### src/rtl/ibuff_inst_extract.sv
// ibuff_inst_extract
//   Read side of the fetch-stage instruction buffer. Walks the four IBuff
//   slots in program order, extracts one 32-bit instruction per cycle with
//   its PC, hands it to decode over a valid/ready handshake, and frees each
//   slot once all four of its words have been consumed.
//
// Ports
//   clk, rst         clock and synchronous active-high reset
//   flush, flush_pc  resteer: drop everything and restart at flush_pc
//   slot_data_flat   IBuff slot contents, slot k at [k*CL_SIZE +: CL_SIZE]
//   slot_valid       IBuff slot valid bits
//   slot_invalidate  registered one-cycle pulses that free IBuff slots
//   inst_out,inst_pc instruction and its PC presented to decode
//   inst_valid       inst_out/inst_pc are valid
//   dec_ready        decode accepts this cycle
//   starve_cnt       saturating count of cycles spent waiting for a slot
module ibuff_inst_extract #(
  parameter int XLEN    = 32,
  parameter int CL_SIZE = 128,
  parameter int NSLOT   = 4
) (
  input  logic                     clk,
  input  logic                     rst,
  input  logic                     flush,
  input  logic [XLEN-1:0]          flush_pc,
  input  logic [NSLOT*CL_SIZE-1:0] slot_data_flat,
  input  logic [NSLOT-1:0]         slot_valid,
  output logic [NSLOT-1:0]         slot_invalidate,
  output logic [31:0]              inst_out,
  output logic [XLEN-1:0]          inst_pc,
  output logic                     inst_valid,
  input  logic                     dec_ready,
  output logic [15:0]              starve_cnt
);

  typedef enum logic {WAIT, STREAM} state_t;

  state_t           state, state_nxt;
  logic [1:0]       rd_slot, rd_slot_nxt;
  logic [1:0]       off, off_nxt;
  logic [XLEN-1:0]  pc, pc_nxt;
  logic [NSLOT-1:0] inv_nxt;
  logic             valid_nxt;
  logic             can_extract;
  logic             take;
  logic             load;
  logic [31:0]      word_sel;

  // A slot that is being invalidated this cycle may still look valid on the
  // IBuff side; masking it keeps a freed slot (including every slot after a
  // flush) from being read before IBuff has really re-validated it.
  assign can_extract = slot_valid[rd_slot] & ~slot_invalidate[rd_slot];
  assign take        = ~inst_valid | dec_ready;
  assign load        = can_extract & take & ~flush;

  // Word mux: constant part-selects only, one per (slot, word) pair.
  always_comb begin
    word_sel = '0;
    for (int k = 0; k < NSLOT; k++) begin
      for (int w = 0; w < 4; w++) begin
        if (rd_slot == 2'(k) && off == 2'(w))
          word_sel = slot_data_flat[k*CL_SIZE + 32*w +: 32];
      end
    end
  end

  // Next-state logic: flush restarts the pointers; otherwise a load advances
  // pc/off and, on the last word of a slot, retires it and moves to the next.
  always_comb begin
    state_nxt   = state;
    rd_slot_nxt = rd_slot;
    off_nxt     = off;
    pc_nxt      = pc;
    inv_nxt     = '0;
    valid_nxt   = inst_valid;
    if (flush) begin
      valid_nxt   = 1'b0;
      inv_nxt     = '1;
      pc_nxt      = flush_pc;
      off_nxt     = flush_pc[3:2];
      rd_slot_nxt = {1'b0, flush_pc[4]};
      state_nxt   = WAIT;
    end else begin
      if (take)
        valid_nxt = can_extract;
      if (load) begin
        pc_nxt  = pc + XLEN'(4);
        off_nxt = off + 2'd1;
        if (off == 2'd3) begin
          inv_nxt[rd_slot] = 1'b1;
          rd_slot_nxt      = rd_slot + 2'd1;
        end
      end
      state_nxt = slot_valid[rd_slot_nxt] ? STREAM : WAIT;
    end
  end

  // State, pointers and output register. inst_out/inst_pc only change on a
  // load, which gives the hold behaviour under backpressure for free.
  always_ff @(posedge clk) begin
    if (rst) begin
      state           <= WAIT;
      rd_slot         <= 2'd0;
      off             <= 2'd0;
      pc              <= '0;
      inst_out        <= '0;
      inst_pc         <= '0;
      inst_valid      <= 1'b0;
      slot_invalidate <= '0;
      starve_cnt      <= '0;
    end else begin
      state           <= state_nxt;
      rd_slot         <= rd_slot_nxt;
      off             <= off_nxt;
      pc              <= pc_nxt;
      inst_valid      <= valid_nxt;
      slot_invalidate <= inv_nxt;
      if (load) begin
        inst_out <= word_sel;
        inst_pc  <= pc;
      end
      if (state == WAIT && !flush && starve_cnt != 16'hFFFF)
        starve_cnt <= starve_cnt + 16'd1;
    end
  end

endmodule

### config.mk
export PLATFORM = sky130hd
export DESIGN_NAME = ibuff_inst_extract
export DESIGN_NICKNAME = d
export VERILOG_FILES = /design/src/rtl/ibuff_inst_extract.sv
export SDC_FILE = /design/constraint.sdc
export NUM_CORES = 1
export LEC_CHECK = 0
export CAP_MARGIN = 20
export CORE_AREA = 2 2 246 248
export CTS_CLUSTER_DIAMETER = 50
export DETAILED_ROUTE_END_ITERATION = 8
export DIE_AREA = 0 0 248 250
export HOLD_SLACK_MARGIN = 0.08
export PLACE_DENSITY = 0.49
export SLEW_MARGIN = 20
export SYNTH_ARGS = -nofsm -noshare
export SYNTH_HDL_FRONTEND = slang
export SYNTH_SLANG_ARGS = --single-unit
### constraint.sdc
create_clock -name clk -period 3.2 [get_ports clk]
set_clock_uncertainty 0.1 [all_clocks]
set_input_delay 0.32 -clock clk [delete_from_list [all_inputs] [get_ports clk]]
set_output_delay 0.32 -clock clk [all_outputs]
set_load 0.05 [all_outputs]
==> flow_summary.ini <==
[status]
outcome = finished clean

[setup_path]
cp-end-kind = register
cp_common_cell = buf_4
worst_ep_required_time_ns = 3.39
cp.arrival_ns = 3.27
crit_type = register to register
max_stage_delay_ns = 0.55
start_kind = register
reg2regPathDepth = 10
rr_endpoint = inst_out[12]
r2r-start = off[0]
crit_fanout = 21
cpMaxStageDelayCell = o21ai_0
crit_family = compound AO/OA/AOI/OAI gates
crit_chain = inv_1 > ha_1 > buf_4 > nand2b_1 > buf_4 > o21ai_0 > a21oi_1 > a21oi_1 > buf_4 > o32ai_1
crit_buf_inv = 4
rrSetupSlack_ns = 0.12

[floorplan]
die_h_um = 250
num_rows = 90
die_area_mm2 = 0.0620
num_io_pins = 637
die_w_um = 248
core_area_mm2 = 0.0596
start_util_pct = 17.5

[layout]
final_area_mm2 = 0.0184
area_growth_pct = 76.6
mostFrequentLayoutCell = clkdlybuf4s50_1
fillers = 6367
post-route-util_pct = 30.8
fin_cells = 2810
drive_gt1_share_pct = 9.04
finalNetCount = 2564
final_cell_mix = clkdlybuf4s50_1 (635), nand2_1 (182), a21oi_1 (146)

[placement]
numPortBuffers = 636
dp_hpwl_um = 60300
post-place-ws_ns = -0.0854
gp_congestion = 0.969
placed_cells = 2765
placed_area_mm2 = 0.0177

[route]
drt-total-wl_um = 75100
firstDrtPassIters = 5
drc = 0
drtAntennaViolNets = 0
num_vias = 14300
post_drt_wl_per_cell_um = 26.7
routed_via_density = 5.08
initialDrtViolationCount = 923

[timing]
whs_ns = 0.197
slew_violations = 0
slew_headroom_pct = 48.3
rsz0062_at_grt = false
hold_viol = 0
period_minus_slack_ns = 3.08
period_share_pct = 96.3
max_freq_mhz = 325
layout_setup_ws_ns = 0.119
setup_viol = 0
tightest_slew_ns = 0.773

[pwr]
p_per_area_mw_per_mm2 = 342
p_leak_nw = 6.29
ir_worst_vdd_uv = 388

[worst_hold_path]
holdCritStartpoint = rst
hold_end = inst_valid
holdPathStages = 3
hold_path_class = primary input to register

[grt]
grt_pass1_wl_um = 104000
use_met3_pct = 5.86
met2_usage_pct = 39.7
grtUsageTotal_pct = 23.3
grtUsageMet1_pct = 28.2
grt_pass1_vias = 14400
grt_overflow = 0
busiest_layer = met2
antenna_found_initial = 19
grt_max_degree = 119

[logic_synthesis]
ys_seq_area_share_pct = 23.5
post-synth-top-area-fraction_pct = 23.5
synth-main-ff-cell = dfxtp_1
synth_top_area_cell = dfxtp_1
synth_edf_count = 0
synth-warning-count = 0
async_flop_share_pct = 0
synth_area_mm2 = 0.0104
synthCells = 1439
ys_types = 76
ys_top_cells_by_area = dfxtp_1 (23%), a21oi_1 (7.0%), nand2_1 (6.6%), o221ai_1 (4.4%), o21ai_0 (4.2%)
avgSynthCellArea_um2 = 7.23
syn_nets = 2001
synth_seq_cells = 122

[clock_tree]
clkSinkCount = 122
clk_latency_ns = 0.44
h-tree-depth = 4
ctsHoldBuffers = 0
cts_tree = done
postCtsSetupRepairBufs = 0
cts.clk_slew.worst_paths_ns = 0.06
cts_buffer_depth = 2
clock-root-buffer = clkbuf_16
numCtsBuffers = 17

[job]
maxCapViolations = 0
==> Yosys cell counts, drive strengths merged (4+ instances only) <==
master	number
a32oi	5
mux2i	7
nor3	23
nand4	18
o211ai	26
a221oi	32
o221ai	52
and2	5
nor2	74
nor4	7
nor2b	42
o32ai	21
xnor2	22
a211oi	21
o21bai	6
clkbuf	88
nor4b	4
o21ai	90
a311oi	5
nand3	20
o21a	21
o22ai	30
a31oi	10
ha	10
o311ai	25
inv	41
dfxtp	122
xor2	17
nor3b	5
buf	54
or3	14
a22oi	21
nand2	213
o22a	5
and3	31
nand2b	12
a21oi	176
a221o	37
==> cell families after synthesis <==
| logic type | count (synthesis) | synth area share, % |
|---|---|---|
| compound gates | 597 | 40.2 |
| simple gates | 478 | 22.9 |
| buf+inv | 183 | 7.77 |
| flops | 122 | 23.5 |
| xor+xnor | 39 | 3.28 |
| mux | 10 | 1.21 |
| fa+ha+maj | 10 | 1.20 |
==> where the power goes <==
group	internal, mW	switching, mW
sequential	1.60	0.0774
clock	1.32	0.802
combinational	1.19	1.28
total	4.11	2.16
==> how the worst max path moves through the flow <==
stage                        startpoint             to  slack [ns]  depth (start not counted)
final                            off[0]   inst_out[12]        0.12                         10
after global routing             off[0]    inst_out[8]      0.0005                         10
after CTS                        off[0]    inst_out[6]        0.05                          7
after detailed placement         off[0]   inst_out[20]       -0.09                         10
after global placement           off[0]   inst_out[20]       -0.10                         10
after floorplan           starve_cnt[3]  starve_cnt[5]        0.90                          6
==> timing repair <==
action / in CTS / in global routing
resized for setup: 3 / 7
setup endpoints to repair: 3 / 5
cloned: 0 / 0
==> registers in the layout, summed over array words and instances (netlist names) <==
name	cells
inst_out	32
inst_pc	32
inst_valid	1
off	2
pc	32
rd_slot	2
slot_invalidate	4
starve_cnt	16
state	1
==> area by class of cell <==
cell class,instances,area (um2),share of cell area [%]
Clock inverter,10,166,0.906
Inverter,41,156,0.851
Antenna cell,14,35.0,0.191
Sequential cell,122,2440,13.3
Multi-Input combinational cell,1134,7300,39.7
Timing Repair Buffer,686,6840,37.3
Tap cell,782,978,5.33
Clock buffer,21,450,2.45
==> per-stage QoR <==
step                total power [mW]  TNS (ns)
floorplan                       2.76         0
global placement                4.15    -0.100
detailed placement              4.15    -0.133
CTS                             6.33         0
global route                    6.55         0
finish                          6.27         0
==> per-layer routing <==
metal,part of all wire (%),vias to the layer above
li1,-,6592
met1,41,6884
met2,48,700
met3,7.9,102
met4,3.2,4
met5,0.031,-
==> tightest hold or removal path, delay by kind of cell <==
family	cells	cell delay (ns)
simple gates	1	0.21
buf+inv	1	0.10
compound gates	1	0.06
Note: power is estimated with default switching activity, not from simulation.
==> variant (config.mk and constraints unchanged) <==
`NSLOT`: 4 -> 5.
--- a/src/rtl/ibuff_inst_extract.sv
+++ b/src/rtl/ibuff_inst_extract.sv
@@ -18,5 +18,5 @@
   parameter int XLEN    = 32,
   parameter int CL_SIZE = 128,
-  parameter int NSLOT   = 4
+  parameter int NSLOT   = 5
 ) (
   input  logic                     clk,
Interface: changed (resized slot_data_flat, slot_invalidate and slot_valid); port bits go from 637 to 767. No check against the original RTL was run, so the function may have changed too.
==> variant against the unedited design <==
  * Hold slack worse by 5.4 ps
  * Sequential cell count up 1
  * Clock power down 6%
  * Routed wire length up 1.2%
  * Design area up 1.6%
  * Worst setup slack better by 97 ps
  * Cell count up 1.8%
  * Synthesized area down 0.61%
  * Total power up 2.3%
  * Die area unchanged
  * Largest power group unchanged
==> variant: results <==
[finish]
nFillCells = 6445
final_nets = 2750
layout-drive-gt1-share_pct = 7.53
instances_no_fill = 2861

[placed_design]
gp_congestion = 0.911
io_buffers = 637
dp_worst_setup_slack_ps = 135
place_area_mm2 = 0.0181
hpwl_mm = 60.1

[drt]
wl_met3_mm = 6.23
wire_per_inst_um = 26.6
via_per_inst = 5.09
drtIter0Drc = 1025
wl_met1_mm = 30.9
top_layer_used = met5
route.met2.wl_mm = 36.8

[global_routing]
grt_max_degree = 67
grt_pass1_wl_mm = 105
grt_pass1_vias = 14700
antenna_found_initial = 16
track_usage_pct = 23.5

[yosys]
ys_types = 60
synth_compound_area_share_pct = 43.2
synth_common_cells = 188 x a21oi_1, 136 x nand2_1, 134 x o21ai_0
synth_xor_area_share_pct = 3.47
synth_area_leaders = dfxtp_1 24%, a21oi_1 9.1%, a221oi_1 6.8%, o21ai_0 6.5%, nand2_1 4.9%
syn_avg_cell_area_um2 = 7.06
synth_mux_area_share_pct = 1.98
syn_nets = 2155
ys_seq_area_share_pct = 23.8
synthAdderAreaFrac_pct = 1.21

[sta]
slew-limit-headroom_pct = 51.6
hold_ws_ps = 191
hold_viol = 0

[setup_path]
crit_arrival_ps = 3180
reg2reg_to = inst_out[4]
r2r_slack_ps = 220
cp_max_fo = 18

[status]
status = complete, no violations

[clocking]
clk_pin_slew_ps = 70

[pwr]
vdd_ir_drop_max_v = 0.000285
leakagePower_nw = 6.34
power_mw = 6.42

[worst_hold_path]
hold_path_class = input pin to flip-flop
min_path_cells = 2
holdPathEnd = slot_invalidate[1]
==> variant: changes by cell type after synthesis, sizes merged, moves of 32 or more <==
cell | unedited run | this run
nor2b | 42 | 10
a221oi | 32 | 80
nand2 | 213 | 136
o21a | 21 | 58
o21ai | 90 | 134
clkbuf | 88 | 130
==> variant: layout make-up <==
type	count	area, um2	share of cell area, %
diodes	7	17.5	0.0939
clock buffers	20	467	2.50
clock inverters	12	111	0.597
inverters	24	92.6	0.496
multi-input cells	1162	7280	39.0
flip-flops and latches	123	2460	13.2
well taps	782	978	5.24
repair buffers	731	7240	38.8
==> variant: report_power, final <==
group	total (mW)	internal, mW	switching [mW]
clock network	2.00	1.14	0.860
logic	2.74	1.28	1.46
registers	1.68	1.61	0.0707
==> variant: timing repair <==
item | 4_1_cts | 5_1_grt
hold endpoints to repair | 0 | 0
setup endpoints to repair | 0 | 1
resized for setup | 0 | 2
==> variant: how the worst max path moves through the flow <==
stage / slack (ps) / endpoint / cells after the start
2_1_floorplan: 810 / pc[31] / 6
3_3_place_gp: 130 / inst_out[11] / 8
3_5_place_dp: 130 / inst_out[11] / 8
4_1_cts: 70 / inst_out[11] / 8
5_1_grt: 70 / inst_out[20] / 9
6_report: 220 / inst_out[4] / 10
==> variant: critical path, cell delays in order, from the launching register on <==
cell	delay [ps]
dfxtp_1	500
inv_1	150
ha_1	280
nor2b_4	160
buf_4	210
a221oi_1	610
buf_4	220
o211ai_1	100
o2bb2ai_1	210
a31oi_1	200
o32ai_1	100
==> variant: per-layer routing <==
metal  vias up  track usage, %
met5         -               0
met4         8            7.20
li1       6797               -
met2       704            40.6
met3        87            5.66
met1      6978            28.4
